**config.mk**
```make
export PLATFORM = sky130hd
export DESIGN_NAME = two_sum_ctrl
export DESIGN_NICKNAME = d
export VERILOG_FILES = /design/src/rtl/two_sum_ctrl.sv
export SDC_FILE = /design/constraint.sdc
export NUM_CORES = 1
export LEC_CHECK = 0
export ABC_AREA = 1
export BUFFER_PORTS_ARGS = -buffer_cell sky130_fd_sc_hd__buf_2
export CAP_MARGIN = 5
export CORE_ASPECT_RATIO = 1.25
export CORE_UTILIZATION = 45
export DETAILED_ROUTE_END_ITERATION = 16
export GPL_TIMING_DRIVEN = 0
export HOLD_SLACK_MARGIN = 0.05
export PLACE_DENSITY_LB_ADDON = 0.3
export SETUP_SLACK_MARGIN = 0.02
export SLEW_MARGIN = 0
export SYNTH_ARGS = -nofsm -noshare
export SYNTH_HDL_FRONTEND = slang
export SYNTH_SLANG_ARGS = --single-unit
```
**constraint.sdc**
```tcl
create_clock -name clk -period 2.1 [get_ports clk]
set_input_delay 0.21 -clock clk [delete_from_list [all_inputs] [get_ports clk]]
set_output_delay 0.21 -clock clk [all_outputs]
set_load 0.01 [all_outputs]
```
**src/rtl/two_sum_ctrl.sv**
```systemverilog
// Streaming two-sum solver driving a direct-mapped hashmap cache.
// Looks up target-num per element; reports the index pair on a key-verified hit, else inserts {num, index}.
module two_sum_ctrl #(
  parameter int DATA_WIDTH  = 4,
  parameter int INDEX_WIDTH = 4
) (
  input  logic                              clk,
  input  logic                              rst,
  input  logic                              start,
  input  logic [DATA_WIDTH-1:0]             target,
  input  logic                              in_valid,
  output logic                              in_ready,
  input  logic [DATA_WIDTH-1:0]             in_data,
  input  logic                              in_last,
  output logic                              out_valid,
  output logic                              out_found,
  output logic [INDEX_WIDTH-1:0]            out_idx0,
  output logic [INDEX_WIDTH-1:0]            out_idx1,
  output logic                              collision_seen,
  output logic                              overflow,
  output logic                              busy,
  output logic [DATA_WIDTH-1:0]             hm_write_key,
  output logic [DATA_WIDTH+INDEX_WIDTH-1:0] hm_write_value,
  output logic                              hm_write_request,
  input  logic                              hm_collision,
  output logic [DATA_WIDTH-1:0]             hm_read_key,
  input  logic [DATA_WIDTH+INDEX_WIDTH-1:0] hm_read_value,
  input  logic                              hm_read_response,
  output logic                              hm_clear_cache
);
  localparam int VALUE_WIDTH = DATA_WIDTH + INDEX_WIDTH;

  localparam logic [2:0] S_IDLE  = 3'd0;
  localparam logic [2:0] S_CLEAR = 3'd1;
  localparam logic [2:0] S_RUN   = 3'd2;
  localparam logic [2:0] S_DRAIN = 3'd3;
  localparam logic [2:0] S_DONE  = 3'd4;

  localparam logic [INDEX_WIDTH-1:0] IDX_MAX = '1;

  logic [2:0]             state;
  logic [DATA_WIDTH-1:0]  target_q;
  logic [INDEX_WIDTH-1:0] index;
  logic                   hit;

  assign in_ready       = (state == S_RUN) || (state == S_DRAIN);
  assign busy           = (state != S_IDLE);
  assign out_valid      = (state == S_DONE);
  assign hm_clear_cache = (state == S_CLEAR);

  // The cache indexes by low key bits only, so the stored key must be checked.
  assign hm_read_key = target_q - in_data;
  assign hit = (state == S_RUN) && hm_read_response &&
               (hm_read_value[VALUE_WIDTH-1:INDEX_WIDTH] == hm_read_key);

  assign hm_write_request = (state == S_RUN) && in_valid && !hit;
  assign hm_write_key     = in_data;
  assign hm_write_value   = {in_data, index};

  always_ff @(posedge clk) begin
    if (rst) begin
      state          <= S_IDLE;
      target_q       <= '0;
      index          <= '0;
      out_found      <= 1'b0;
      out_idx0       <= '0;
      out_idx1       <= '0;
      collision_seen <= 1'b0;
      overflow       <= 1'b0;
    end else begin
      case (state)
        S_IDLE: if (start) begin
          target_q       <= target;
          index          <= '0;
          out_found      <= 1'b0;
          out_idx0       <= '0;
          out_idx1       <= '0;
          collision_seen <= 1'b0;
          overflow       <= 1'b0;
          state          <= S_CLEAR;
        end
        S_CLEAR: state <= S_RUN;
        S_RUN: if (in_valid) begin
          if (hit) begin
            out_found <= 1'b1;
            out_idx0  <= hm_read_value[INDEX_WIDTH-1:0];
            out_idx1  <= index;
            state     <= in_last ? S_DONE : S_DRAIN;
          end else begin
            if (hm_collision) collision_seen <= 1'b1;
            if (in_last) begin
              state <= S_DONE;
            end else if (index == IDX_MAX) begin
              overflow <= 1'b1;
              state    <= S_DRAIN;
            end else begin
              index <= index + 1'b1;
            end
          end
        end
        S_DRAIN: if (in_valid && in_last) state <= S_DONE;
        S_DONE:  state <= S_IDLE;
        default: state <= S_IDLE;
      endcase
    end
  end
endmodule

```
==> results.json <==
{
  "status": "finished with violations",
  "violations": "setup timing",
  "fp.dieArea_sq_um": 3410,
  "gp_congestion": 0.818,
  "nNetsFinal": 303,
  "hold_viol_final": 0,
  "clock-root-buffer": "clkbuf_4",
  "yosysWarnings": 0,
  "clkLatencyLatePin_ps": 330,
  "num_antenna_cells": 0,
  "slew_headroom_pct": 69.4,
  "place_ws_ps": -45.0,
  "area_delta_synth_final_pct": 34.6,
  "grt_overflow_total": 0,
  "avgSynthCellArea_sq_um": 6.74,
  "finClkSkew_ps": 1.97,
  "vias": 1529,
  "syn_nets": 240,
  "crit_path_start_kind": "flip-flop",
  "cts_buffer_depth": 2,
  "drc": 0,
  "setup_viol": 16,
  "core.rowCount": 22,
  "htree_levels": 1,
  "worstPathArrival_ps": 2110,
  "die_w_microns": 52.4,
  "timing.hold.ws_ps": 73.3,
  "critPathMaxFanout": 3,
  "core-area_sq_um": 2970,
  "drv_slew": 0,
  "max-cap-violations": 0,
  "numCtsBuffers": 3,
  "wirelength_microns": 3250,
  "port_buffers": 54,
  "postSynthCellCount": 212,
  "start_util_pct": 48.1,
  "antenna_found_initial": 0,
  "hold_class": "in -> reg",
  "io_pins": 55,
  "dieHeight_microns": 65,
  "ant_nets": 0,
  "finalCritPeriodShare_pct": 111,
  "grt_max_degree": 13,
  "cts_tree": "yes",
  "p_per_area_nw_per_um2": 1210,
  "fillers": 281,
  "leakage_nw": 0.983,
  "fmax_mhz": 430,
  "drive_gt1_share_pct": 39.4,
  "syn_area_sq_um": 1430,
  "max-vdd-ir-drop_mv": 0.667,
  "clk_pin_slew_ps": 120,
  "viasPerCell": 4.93,
  "placed_cells": 302,
  "grt_pass1_vias": 1310,
  "register_area_sq_um": 442,
  "rsz0062_at_grt": "true",
  "cp-end-kind": "output pin",
  "fin_cells": 310,
  "clkSinkCount": 22,
  "path_class": "reg -> out",
  "routed_wire_length_per_instance_microns": 10.5,
  "grt_pass1_wl_microns": 5260,
  "ys_seq_area_share_pct": 30.8,
  "worst_pin_slew_ps": 458,
  "multi_input_area_sq_um": 885,
  "fin_ws_ps": -224,
  "fin_crit_ps": 2320,
  "worstPathRequired_ps": 1890,
  "cts_hold_buf": 0,
  "place_hpwl_microns": 2420,
  "ys_seq_elements": 22,
  "drt-pass1-iter-count": 4,
  "synth.distinct_cells": 28,
  "grt.total_usage_pct": 19.8,
  "drtIter0Drc": 43
}
[flip-flops by register name, summed over array words and instances, names as in the netlist]
| signal | cells |
|---|---|
| index | 4 |
| out_idx0 | 4 |
| out_idx1 | 4 |
| target_q | 4 |
| state | 3 |
| collision_seen | 1 |
| out_found | 1 |
| overflow | 1 |
[cell families after synthesis]
kind of cell | Yosys count | share of synthesized area, %
adders and majority gates | 5 | 4.90
and+or+nand+nor | 109 | 38.2
AOI/OAI and AO/OA | 27 | 10.2
DFF | 22 | 30.8
buffers and inverters | 48 | 15.2
xor gates and xnor gates | 1 | 0.613
[area by class of cell]
type / count / area share [%]
inverter: 37 / 7.22
tap: 36 / 2.34
timing repair buffer: 56 / 15.5
multi-input combinational: 144 / 46.0
sequential: 22 / 23.0
buffer: 11 / 4.10
clock buffer: 4 / 1.89
[per-stage QoR]
| stage | cell area (sq um) | utilization, % | TNS [ps] | power [W] |
|---|---|---|---|---|
| after floorplan | 1430 | - | 0 | 0.00151 |
| after global placement | 1740 | 58.7 | -402 | 0.00182 |
| after detailed placement | 1740 | 58.7 | -381 | 0.00183 |
| after CTS | 1800 | 60.6 | -1150 | 0.00209 |
| after global routing | 1920 | 64.7 | -4670 | 0.00251 |
| final | 1920 | 64.7 | -1690 | 0.00232 |
[where the power goes]
part	switching [W]	total (W)	leakage [nW]	internal (W)
Clock	0.000139	0.000245	0.0210	0.000106
Sequential	0.0000967	0.000616	0.180	0.000519
Combinational	0.000919	0.00146	0.782	0.000538
[placed cells by master, fill, tap and decap left out, drive strengths merged, types with 4 or more instances in the layout]
cell    count
nand3      24
nor3        4
o21ai       6
nor2       27
dfxtp      22
clkbuf      6
buf        65
inv        37
a21oi      20
ha          4
nand4       4
nand2      51
[worst max-delay path: stages (launching register included)]
cell and delay [ps]:
dfxtp_2 340, inv_2 60, ha_4 120, inv_2 30
fa_1 520, inv_1 50, nand2_1 50, nand2_1 50
nor2_2 80, nand2_2 70, nor2_4 100, nand3_4 70
nand3_1 80, inv_1 40, buf_2 130
[timing repair]
item / CTS / global route
pin swaps: 1 / 2
endpoints found under the setup margin: 15 / 19
buffers inserted: 1 / 1
resized for setup: 4 / 25
endpoints found under the hold margin: 0 / 0
gates cloned: 0 / 2
[metal layers]
metal,up-vias,track usage (%),part of all wire [%]
li1,789,-,-
met1,695,25.6,44
met2,40,33.9,50
met3,5,1.41,4.1
met4,0,6.91,1.8
met5,-,0,0
[cells in the mapped netlist (all sizes together)]
library cell / n / area [sq um]
inv: 37 / 139
nand2: 49 / 210
nand3: 24 / 150
nor2: 27 / 121
xor2: 1 / 8.76
ha: 4 / 50.1
buf: 9 / 71.3
o21ai: 6 / 33.8
nor3b: 1 / 7.51
a21oi: 20 / 104
nor3: 4 / 31.3
clkbuf: 2 / 7.51
nand4: 4 / 25.0
dfxtp: 22 / 440
o2111ai: 1 / 8.76
fa: 1 / 20.0
[path summary, 6_finish.rpt]
path	end	cells past startpoint	from	slack, ps
worst max-delay path	hm_write_request	14	target_q[0]	-220
worst min-delay path	index[1]	2	rst	70
worst max register to register	out_idx0[2]	17	target_q[0]	-140
worst min register to register	collision_seen	2	collision_seen	460
Note: power is estimated with default switching activity, not from simulation.
